$ cat src/rtl/async_fifo_pkg.sv
// Shared helpers for the FIFOGEN asynchronous FIFO controllers (read and write side).
package async_fifo_pkg;

  // Widest pointer the helpers handle; callers zero-extend in and truncate out.
  localparam int unsigned PTR_MAX_W = 16;

  localparam int unsigned OBUF_DEPTH = 2;

  function automatic logic [PTR_MAX_W-1:0] bin2gray(input logic [PTR_MAX_W-1:0] b);
    return b ^ (b >> 1);
  endfunction

  function automatic logic [PTR_MAX_W-1:0] gray2bin(input logic [PTR_MAX_W-1:0] g);
    logic [PTR_MAX_W-1:0] b;
    b[PTR_MAX_W-1] = g[PTR_MAX_W-1];
    for (int i = PTR_MAX_W - 2; i >= 0; i--) begin
      b[i] = b[i+1] ^ g[i];
    end
    return b;
  endfunction

endpackage

$ cat src/rtl/async_fifo_rd_ctrl_if.sv
// RAM read port plus the valid/ready output stream of the FIFO read controller.
interface async_fifo_rd_ctrl_if #(
  parameter int unsigned AW = 4,
  parameter int unsigned DW = 32
) ();

  logic          ram_re;
  logic [AW-1:0] ram_ra;
  logic [DW-1:0] ram_dout;
  logic          rd_pvld;
  logic          rd_prdy;
  logic [DW-1:0] rd_pd;

  modport master (
    output ram_re,
    output ram_ra,
    input  ram_dout,
    output rd_pvld,
    input  rd_prdy,
    output rd_pd
  );

  modport slave (
    input  ram_re,
    input  ram_ra,
    output ram_dout,
    input  rd_pvld,
    output rd_prdy,
    input  rd_pd
  );

endinterface

$ cat src/rtl/async_fifo_sync2.sv
// Two-flop synchroniser for a Gray-coded pointer crossing into the local clock domain.
module async_fifo_sync2 #(
  parameter int unsigned Width = 1
) (
  input  logic             clk_i,
  input  logic             rst_i,
  input  logic [Width-1:0] d_i,
  output logic [Width-1:0] q_o
);

  (* dont_touch = "true", async_reg = "true" *) logic [Width-1:0] sync1_q;
  (* dont_touch = "true", async_reg = "true" *) logic [Width-1:0] sync2_q;

  always_ff @(posedge clk_i) begin
    if (rst_i) begin
      sync1_q <= '0;
      sync2_q <= '0;
    end else begin
      sync1_q <= d_i;
      sync2_q <= sync1_q;
    end
  end

  assign q_o = sync2_q;

endmodule

$ cat src/rtl/async_fifo_rd_ctrl.sv
// Read-side controller of the asynchronous FIFO: pointer sync, RAM read issue,
// 2-entry output buffer, idle detection and read-domain clock-gate enable.
module async_fifo_rd_ctrl
  import async_fifo_pkg::*;
#(
  parameter int unsigned DEPTH     = 16,
  parameter int unsigned AW        = 4,
  parameter int unsigned DW        = 32,
  parameter int unsigned IDLE_HOLD = 4
) (
  input  logic                 rd_clk,
  input  logic                 rd_reset,
  input  logic [AW:0]          wr_ptr_gray,
  input  logic                 enable_r,
  async_fifo_rd_ctrl_if.master rd_bus,
  output logic [AW:0]          rd_ptr_gray,
  output logic [AW:0]          rd_count,
  output logic                 rd_idle,
  output logic                 rd_clk_en
);

  if (DEPTH != (32'd1 << AW) || DEPTH < 4 || IDLE_HOLD < 1 || IDLE_HOLD > 15)
  begin : g_param_check
    $error("async_fifo_rd_ctrl: inconsistent DEPTH/AW or IDLE_HOLD out of range");
  end

  localparam logic [3:0] HoldCnt = 4'(IDLE_HOLD);

  logic [AW:0]   sync2;
  logic [AW:0]   wr_bin;
  logic [AW:0]   rd_bin_q, rd_bin_d;
  logic [AW:0]   rd_ptr_gray_q;
  logic          inflight_q;
  logic [1:0]    occ_q, occ_d;
  logic [DW-1:0] head_q, tail_q;
  logic [3:0]    idle_cnt_q, idle_cnt_d;
  logic          rd_idle_q;
  logic          empty, pop, ram_re, pvld, idle_cond;
  logic [2:0]    level;

  async_fifo_sync2 #(
    .Width(AW + 1)
  ) u_wr_ptr_sync (
    .clk_i(rd_clk),
    .rst_i(rd_reset),
    .d_i  (wr_ptr_gray),
    .q_o  (sync2)
  );

  assign wr_bin   = (AW+1)'(gray2bin(PTR_MAX_W'(sync2)));
  assign rd_count = wr_bin - rd_bin_q;
  assign empty    = (rd_count == '0);

  assign pvld  = (occ_q != 2'd0);
  assign pop   = pvld & rd_bus.rd_prdy;
  // Entries buffered plus in flight after this cycle's pop; must stay below the buffer depth.
  assign level = 3'(occ_q) + 3'(inflight_q) - 3'(pop);
  assign ram_re = enable_r & ~empty & (level < 3'(OBUF_DEPTH));

  assign rd_bin_d = ram_re ? rd_bin_q + (AW+1)'(1) : rd_bin_q;
  assign occ_d    = occ_q + 2'(inflight_q) - 2'(pop);

  assign idle_cond = empty & (occ_q == 2'd0) & ~inflight_q;

  always_comb begin
    idle_cnt_d = '0;
    if (idle_cond) begin
      idle_cnt_d = (idle_cnt_q == HoldCnt) ? idle_cnt_q : idle_cnt_q + 4'd1;
    end
  end

  always_ff @(posedge rd_clk) begin
    if (rd_reset) begin
      rd_bin_q      <= '0;
      rd_ptr_gray_q <= '0;
      inflight_q    <= 1'b0;
      occ_q         <= 2'd0;
      idle_cnt_q    <= '0;
      rd_idle_q     <= 1'b0;
    end else begin
      rd_bin_q      <= rd_bin_d;
      rd_ptr_gray_q <= (AW+1)'(bin2gray(PTR_MAX_W'(rd_bin_d)));
      inflight_q    <= ram_re;
      occ_q         <= occ_d;
      idle_cnt_q    <= idle_cnt_d;
      rd_idle_q     <= (idle_cnt_d == HoldCnt);
    end
  end

  // Data registers carry no reset; occ_q qualifies them.
  always_ff @(posedge rd_clk) begin
    if (inflight_q && (occ_q == 2'd0 || (occ_q == 2'd1 && pop))) begin
      head_q <= rd_bus.ram_dout;
    end else if (pop && occ_q == 2'd2) begin
      head_q <= tail_q;
    end
    if (inflight_q && ((occ_q == 2'd1 && !pop) || (occ_q == 2'd2 && pop))) begin
      tail_q <= rd_bus.ram_dout;
    end
  end

  assign rd_bus.ram_re  = ram_re;
  assign rd_bus.ram_ra  = rd_bin_q[AW-1:0];
  assign rd_bus.rd_pvld = pvld;
  assign rd_bus.rd_pd   = head_q;

  assign rd_ptr_gray = rd_ptr_gray_q;
  assign rd_idle     = rd_idle_q;
  // Wake term bypasses the registered idle flag so a new write pointer ungates at once.
  assign rd_clk_en   = enable_r & (~rd_idle_q | (sync2 != rd_ptr_gray_q));

endmodule

$ cat src/flat_wrapper.sv
// flat-port wrapper written by rule: the top's interface ports become plain ports
module async_fifo_rd_ctrl_flat import async_fifo_pkg::*;
#(
  parameter int unsigned DEPTH     = 16,
  parameter int unsigned AW        = 4,
  parameter int unsigned DW        = 32,
  parameter int unsigned IDLE_HOLD = 4
)
  (rd_clk, rd_reset, wr_ptr_gray, enable_r, rd_ptr_gray, rd_count, rd_idle, rd_clk_en, rd_bus_ram_re, rd_bus_ram_ra, rd_bus_ram_dout, rd_bus_rd_pvld, rd_bus_rd_prdy, rd_bus_rd_pd);
  async_fifo_rd_ctrl_if #(.AW(AW), .DW(DW)) rd_bus_i ();
  input  logic rd_clk;
  input  logic rd_reset;
  input  logic [AW:0] wr_ptr_gray;
  input  logic enable_r;
  output logic [AW:0] rd_ptr_gray;
  output logic [AW:0] rd_count;
  output logic rd_idle;
  output logic rd_clk_en;
  output wire logic [$bits(rd_bus_i.ram_re)-1:0] rd_bus_ram_re;
  output wire logic [$bits(rd_bus_i.ram_ra)-1:0] rd_bus_ram_ra;
  input wire logic [$bits(rd_bus_i.ram_dout)-1:0] rd_bus_ram_dout;
  output wire logic [$bits(rd_bus_i.rd_pvld)-1:0] rd_bus_rd_pvld;
  input wire logic [$bits(rd_bus_i.rd_prdy)-1:0] rd_bus_rd_prdy;
  output wire logic [$bits(rd_bus_i.rd_pd)-1:0] rd_bus_rd_pd;
  assign rd_bus_ram_re = rd_bus_i.ram_re;
  assign rd_bus_ram_ra = rd_bus_i.ram_ra;
  assign rd_bus_i.ram_dout = rd_bus_ram_dout;
  assign rd_bus_rd_pvld = rd_bus_i.rd_pvld;
  assign rd_bus_i.rd_prdy = rd_bus_rd_prdy;
  assign rd_bus_rd_pd = rd_bus_i.rd_pd;
  async_fifo_rd_ctrl #(.DEPTH(DEPTH), .AW(AW), .DW(DW), .IDLE_HOLD(IDLE_HOLD)) u_core (.rd_clk(rd_clk), .rd_reset(rd_reset), .wr_ptr_gray(wr_ptr_gray), .enable_r(enable_r), .rd_bus(rd_bus_i), .rd_ptr_gray(rd_ptr_gray), .rd_count(rd_count), .rd_idle(rd_idle), .rd_clk_en(rd_clk_en));
endmodule
$ cat config.mk
export PLATFORM = sky130hd
export DESIGN_NAME = async_fifo_rd_ctrl_flat
export DESIGN_NICKNAME = d
export VERILOG_FILES = /design/src/rtl/async_fifo_pkg.sv /design/src/rtl/async_fifo_rd_ctrl_if.sv /design/src/rtl/async_fifo_sync2.sv /design/src/rtl/async_fifo_rd_ctrl.sv /design/src/flat_wrapper.sv
export SDC_FILE = /design/constraint.sdc
export NUM_CORES = 1
export LEC_CHECK = 0
export ABC_CLOCK_PERIOD_IN_PS = 9980
export CORE_MARGIN = 3
export CORE_UTILIZATION = 38
export DETAILED_ROUTE_END_ITERATION = 16
export GPL_TIMING_DRIVEN = 0
export PLACE_DENSITY = 0.63
export SYNTH_ARGS = -nofsm -noshare
export SYNTH_HDL_FRONTEND = slang
export SYNTH_SLANG_ARGS = --single-unit
$ cat constraint.sdc
create_clock -name rd_clk -period 9.98 [get_ports rd_clk]
set_input_delay 2.495 -clock rd_clk [delete_from_list [all_inputs] [get_ports rd_clk]]
set_output_delay 2.495 -clock rd_clk [all_outputs]
set_load 0.01 [all_outputs]
==> impl_metrics.csv <==
group,metric,value,unit
status,status,"completed",
routing,drc,0,
finish,drive_above_1_share,17.7,%
yosys,synth_top_area_share,50.4,%
placed_design,hpwlAfterDp,5.31,mm
clock_tree,cts-buffers-inserted,9,
setup_path,start_kind,"input port",
finish,syn_to_final_growth,34.3,%
yosys,synthCells,265,
routing,via_count,2369,
floorplanning,dieArea,11300,sq um
min_path,hold_path.startpoint,"u_core.u_wr_ptr_sync.sync1_q[4]",
power,power.internal,0.766,mW
placed_design,io_buffer_count,90,
routing,drt_iter0_drc,104,
floorplanning,core,9500,sq um
placed_design,place_ws,2120,ps
power,pwr-share-seq,44.1,%
yosys,synth.most_common_cell,"edfxtp_1",
clock_tree,postCtsSetupBuffers,0,
yosys,ys_seq_area_share,64.5,%
timing,fin_hold_ws,441,ps
finish,layout.nets,419,
setup_path,end_kind,"primary output",
floorplanning,io_pins,91,
clock_tree,clockRootBuffer,"clkbuf_8",
setup_path,cpPeakStageDelay,610,ps
finish,num_antenna_cells,0,
power,switching_share,30.7,%
power,vdd_drop_max,103,uV
timing,max_freq,127,MHz
setup_path,cp.required,7490,ps
yosys,avgSynthCellArea,14.4,sq um
floorplanning,rows,35,
setup_path,regToRegSetupSlack,6440,ps
clock_tree,clk_pin_slew,100,ps
timing,hold_viol,0,
routing,routed_wl,7.52,mm
min_path,hp-class,"flip-flop to flip-flop",
routing,wire_per_inst,15.0,um
setup_path,crit_chain,"clkdlybuf4s50_1 -> and2_1 -> ha_1 -> inv_1 -> ha_1 -> inv_1 -> fa_1 -> xnor2_1 -> nand3_1 -> a31oi_4 -> clkdlybuf4s50_1",
global_routing,grt_start_max_net_pins,33,
clock_tree,cts_sinks,91,
floorplanning,start_util,40.2,%
floorplanning,die_h,106,um
global_routing,grt_antenna_before_repair,0,
yosys,netlist_top_cells_count,"edfxtp_1 (64), mux2_2 (32), dfxtp_1 (27)",
placed_design,gp_congestion,0.816,
timing,finalCritPeriodShare,78.9,%
routing,final_antenna_net_count,0,
run,max_cap_viol_count,0,
yosys,synth.area.top_cells,"edfxtp_1 (50%), dfxtp_1 (14%), mux2_2 (9.4%)",
clock_tree,tritoncts,"yes",
timing,worst_pin_slew,837,ps
timing,fin_skew,13.3,ps
power,power.density,216,nW/um^2
yosys,ys_async_sr_fraction,0,%
timing,slew_headroom,44.2,%
global_routing,grt_pass1_vias,2307,
setup_path,crit_start,"rd_bus_rd_prdy",
yosys,synth-edff-count,64,
power,p_comb_share,31.9,%
setup_path,worst-setup-path-type,"input port to primary output",
clock_tree,clk_latency,370,ps
clock_tree,cts_hold_buffers,0,
timing,setup_viol,0,
power,switching_power,0.340,mW
yosys,synth_area_leader_cell,"edfxtp_1",
timing,timing.final.ws_setup,2100,ps
yosys,syn_area,3820,sq um
setup_path,cp_max_fo,9,
yosys,netlist-cell-type-count,39,
timing,grt_setup_unrepaired,"false",
setup_path,cp.depth,11,
global_routing,gr-total-overflow,0,
power,leakagePower,1.83,nW
timing,drv_slew,0,
yosys,synth_warnings,0,
clock_tree,cts_resized,0,
routing,drt_first_pass_iters,4,
setup_path,crit_slowest_cell,"clkdlybuf4s50_1",
global_routing,grtUsageTotal,13.7,%
min_path,hold_depth,1,
timing,tns,0,ps
routing,viasPerCell,4.73,
setup_path,r2r_start,"u_core.u_wr_ptr_sync.q_o[4]",
yosys,synth_ff_type,"edfxtp_1",
clock_tree,htree_num_levels,3,
timing,fin_crit,7880,ps
yosys,synth_fp_nets,317,
setup_path,crit_family,"buffers and inverters",
yosys,synth_seq_cells,91,
clock_tree,clock_path_buffers,2,
power,fin_total_pwr,1.11,mW
setup_path,worst-r2r-cell-count,12,
floorplanning,die_w,106,um
setup_path,path_buf_inv,4,
global_routing,grt_pass1_wl,12.0,mm
power,clkPwrFrac,24.0,%
setup_path,critPathArrivalTime,5380,ps
## sequential cells by signal, summed over array words and instances (netlist names)
signal / count
u_core.rd_bus.rd_pd: 32
u_core.tail_q: 32
u_core.rd_ptr_gray: 5
u_core.u_wr_ptr_sync.sync1_q: 5
u_core.inflight_q: 1
u_core.idle_cnt_q: 4
u_core.rd_bin_q: 4
u_core.rd_idle: 1
u_core.u_wr_ptr_sync.q_o: 5
u_core.occ_q: 2
## kinds of logic (layout without fill, tap and decap cells)
family                   count (synthesis)  after routing  share of synthesized area, %
flip-flops                              91             91                          64.5
multiplexers                            37             37                          10.8
AO/OA/AOI/OAI                           19             19                          3.54
buffers and inverters                   23            130                          2.29
AND/OR/NAND/NOR                         65             65                          9.94
adder cells (fa/ha/maj)                 11             11                          4.00
XOR/XNOR                                19             19                          4.95
## power groups by stage
stage,clock [mW],combinational [mW],sequential (mW)
4_1_cts,0.276,0.358,0.489
6_report,0.266,0.352,0.488
3_5_place_dp,0,0.355,0.497
5_1_grt,0.293,0.387,0.494
3_3_place_gp,0,0.350,0.499
2_1_floorplan,0,0.185,0.511
## worst register-to-register path, cell delays in order (launching register included)
cell	delay [ps]
dfxtp_1	400
xor2_1	250
xnor2_1	200
xor2_1	340
xor2_1	120
ha_1	220
fa_1	390
nand2b_1	160
a21oi_1	210
xor2_2	390
a31oi_4	250
mux2i_1	250
mux2i_1	270
## per-layer routing
metal	up-vias	GRT usage (%)	routed length (um)
met1	1127	18.1	3480
met3	8	4.92	554
met4	0	4.35	85
met2	76	21.1	3410
li1	1158	-	-
met5	-	0	0
## per-stage QoR
step	util [%]	area, sq um	instances
2_1_floorplan	-	3820	265
3_3_place_gp	51.3	4880	484
3_5_place_dp	51.7	4910	485
4_1_cts	53.9	5120	501
5_1_grt	53.9	5120	501
6_report	53.9	5120	501
## placed cells by master (no fill, tap or decap), drive strengths merged, types with 5 or more instances in the layout
cell type / n
nor2b: 11
edfxtp: 64
clkbuf: 14
nor2: 10
nand2b: 6
a21oi: 5
ha: 9
inv: 20
nand3: 6
mux2: 32
xor2: 11
o21ai: 5
nor3: 7
nand2: 10
xnor2: 8
clkdlybuf4s50: 90
dfxtp: 27
mux2i: 5
## path summary, 6_finish.rpt
kind                                                    end
worst min-delay path            u_core.u_wr_ptr_sync.q_o[4]
worst max register to register        u_core.rd_ptr_gray[1]
worst min register to register  u_core.u_wr_ptr_sync.q_o[4]
worst max-delay path                          rd_bus_ram_re
## cell type report
type / instances / area [sq um]
plain buffers: 6 / 23.8
clock inverters: 7 / 92.6
multi-input cells: 151 / 1280
repair buffers: 91 / 921
clock buffers: 9 / 124
flip-flops and latches: 91 / 2460
fillers: 813 / 4380
well taps: 129 / 161
inverters: 17 / 63.8
Power figures use the tool's default switching activity.
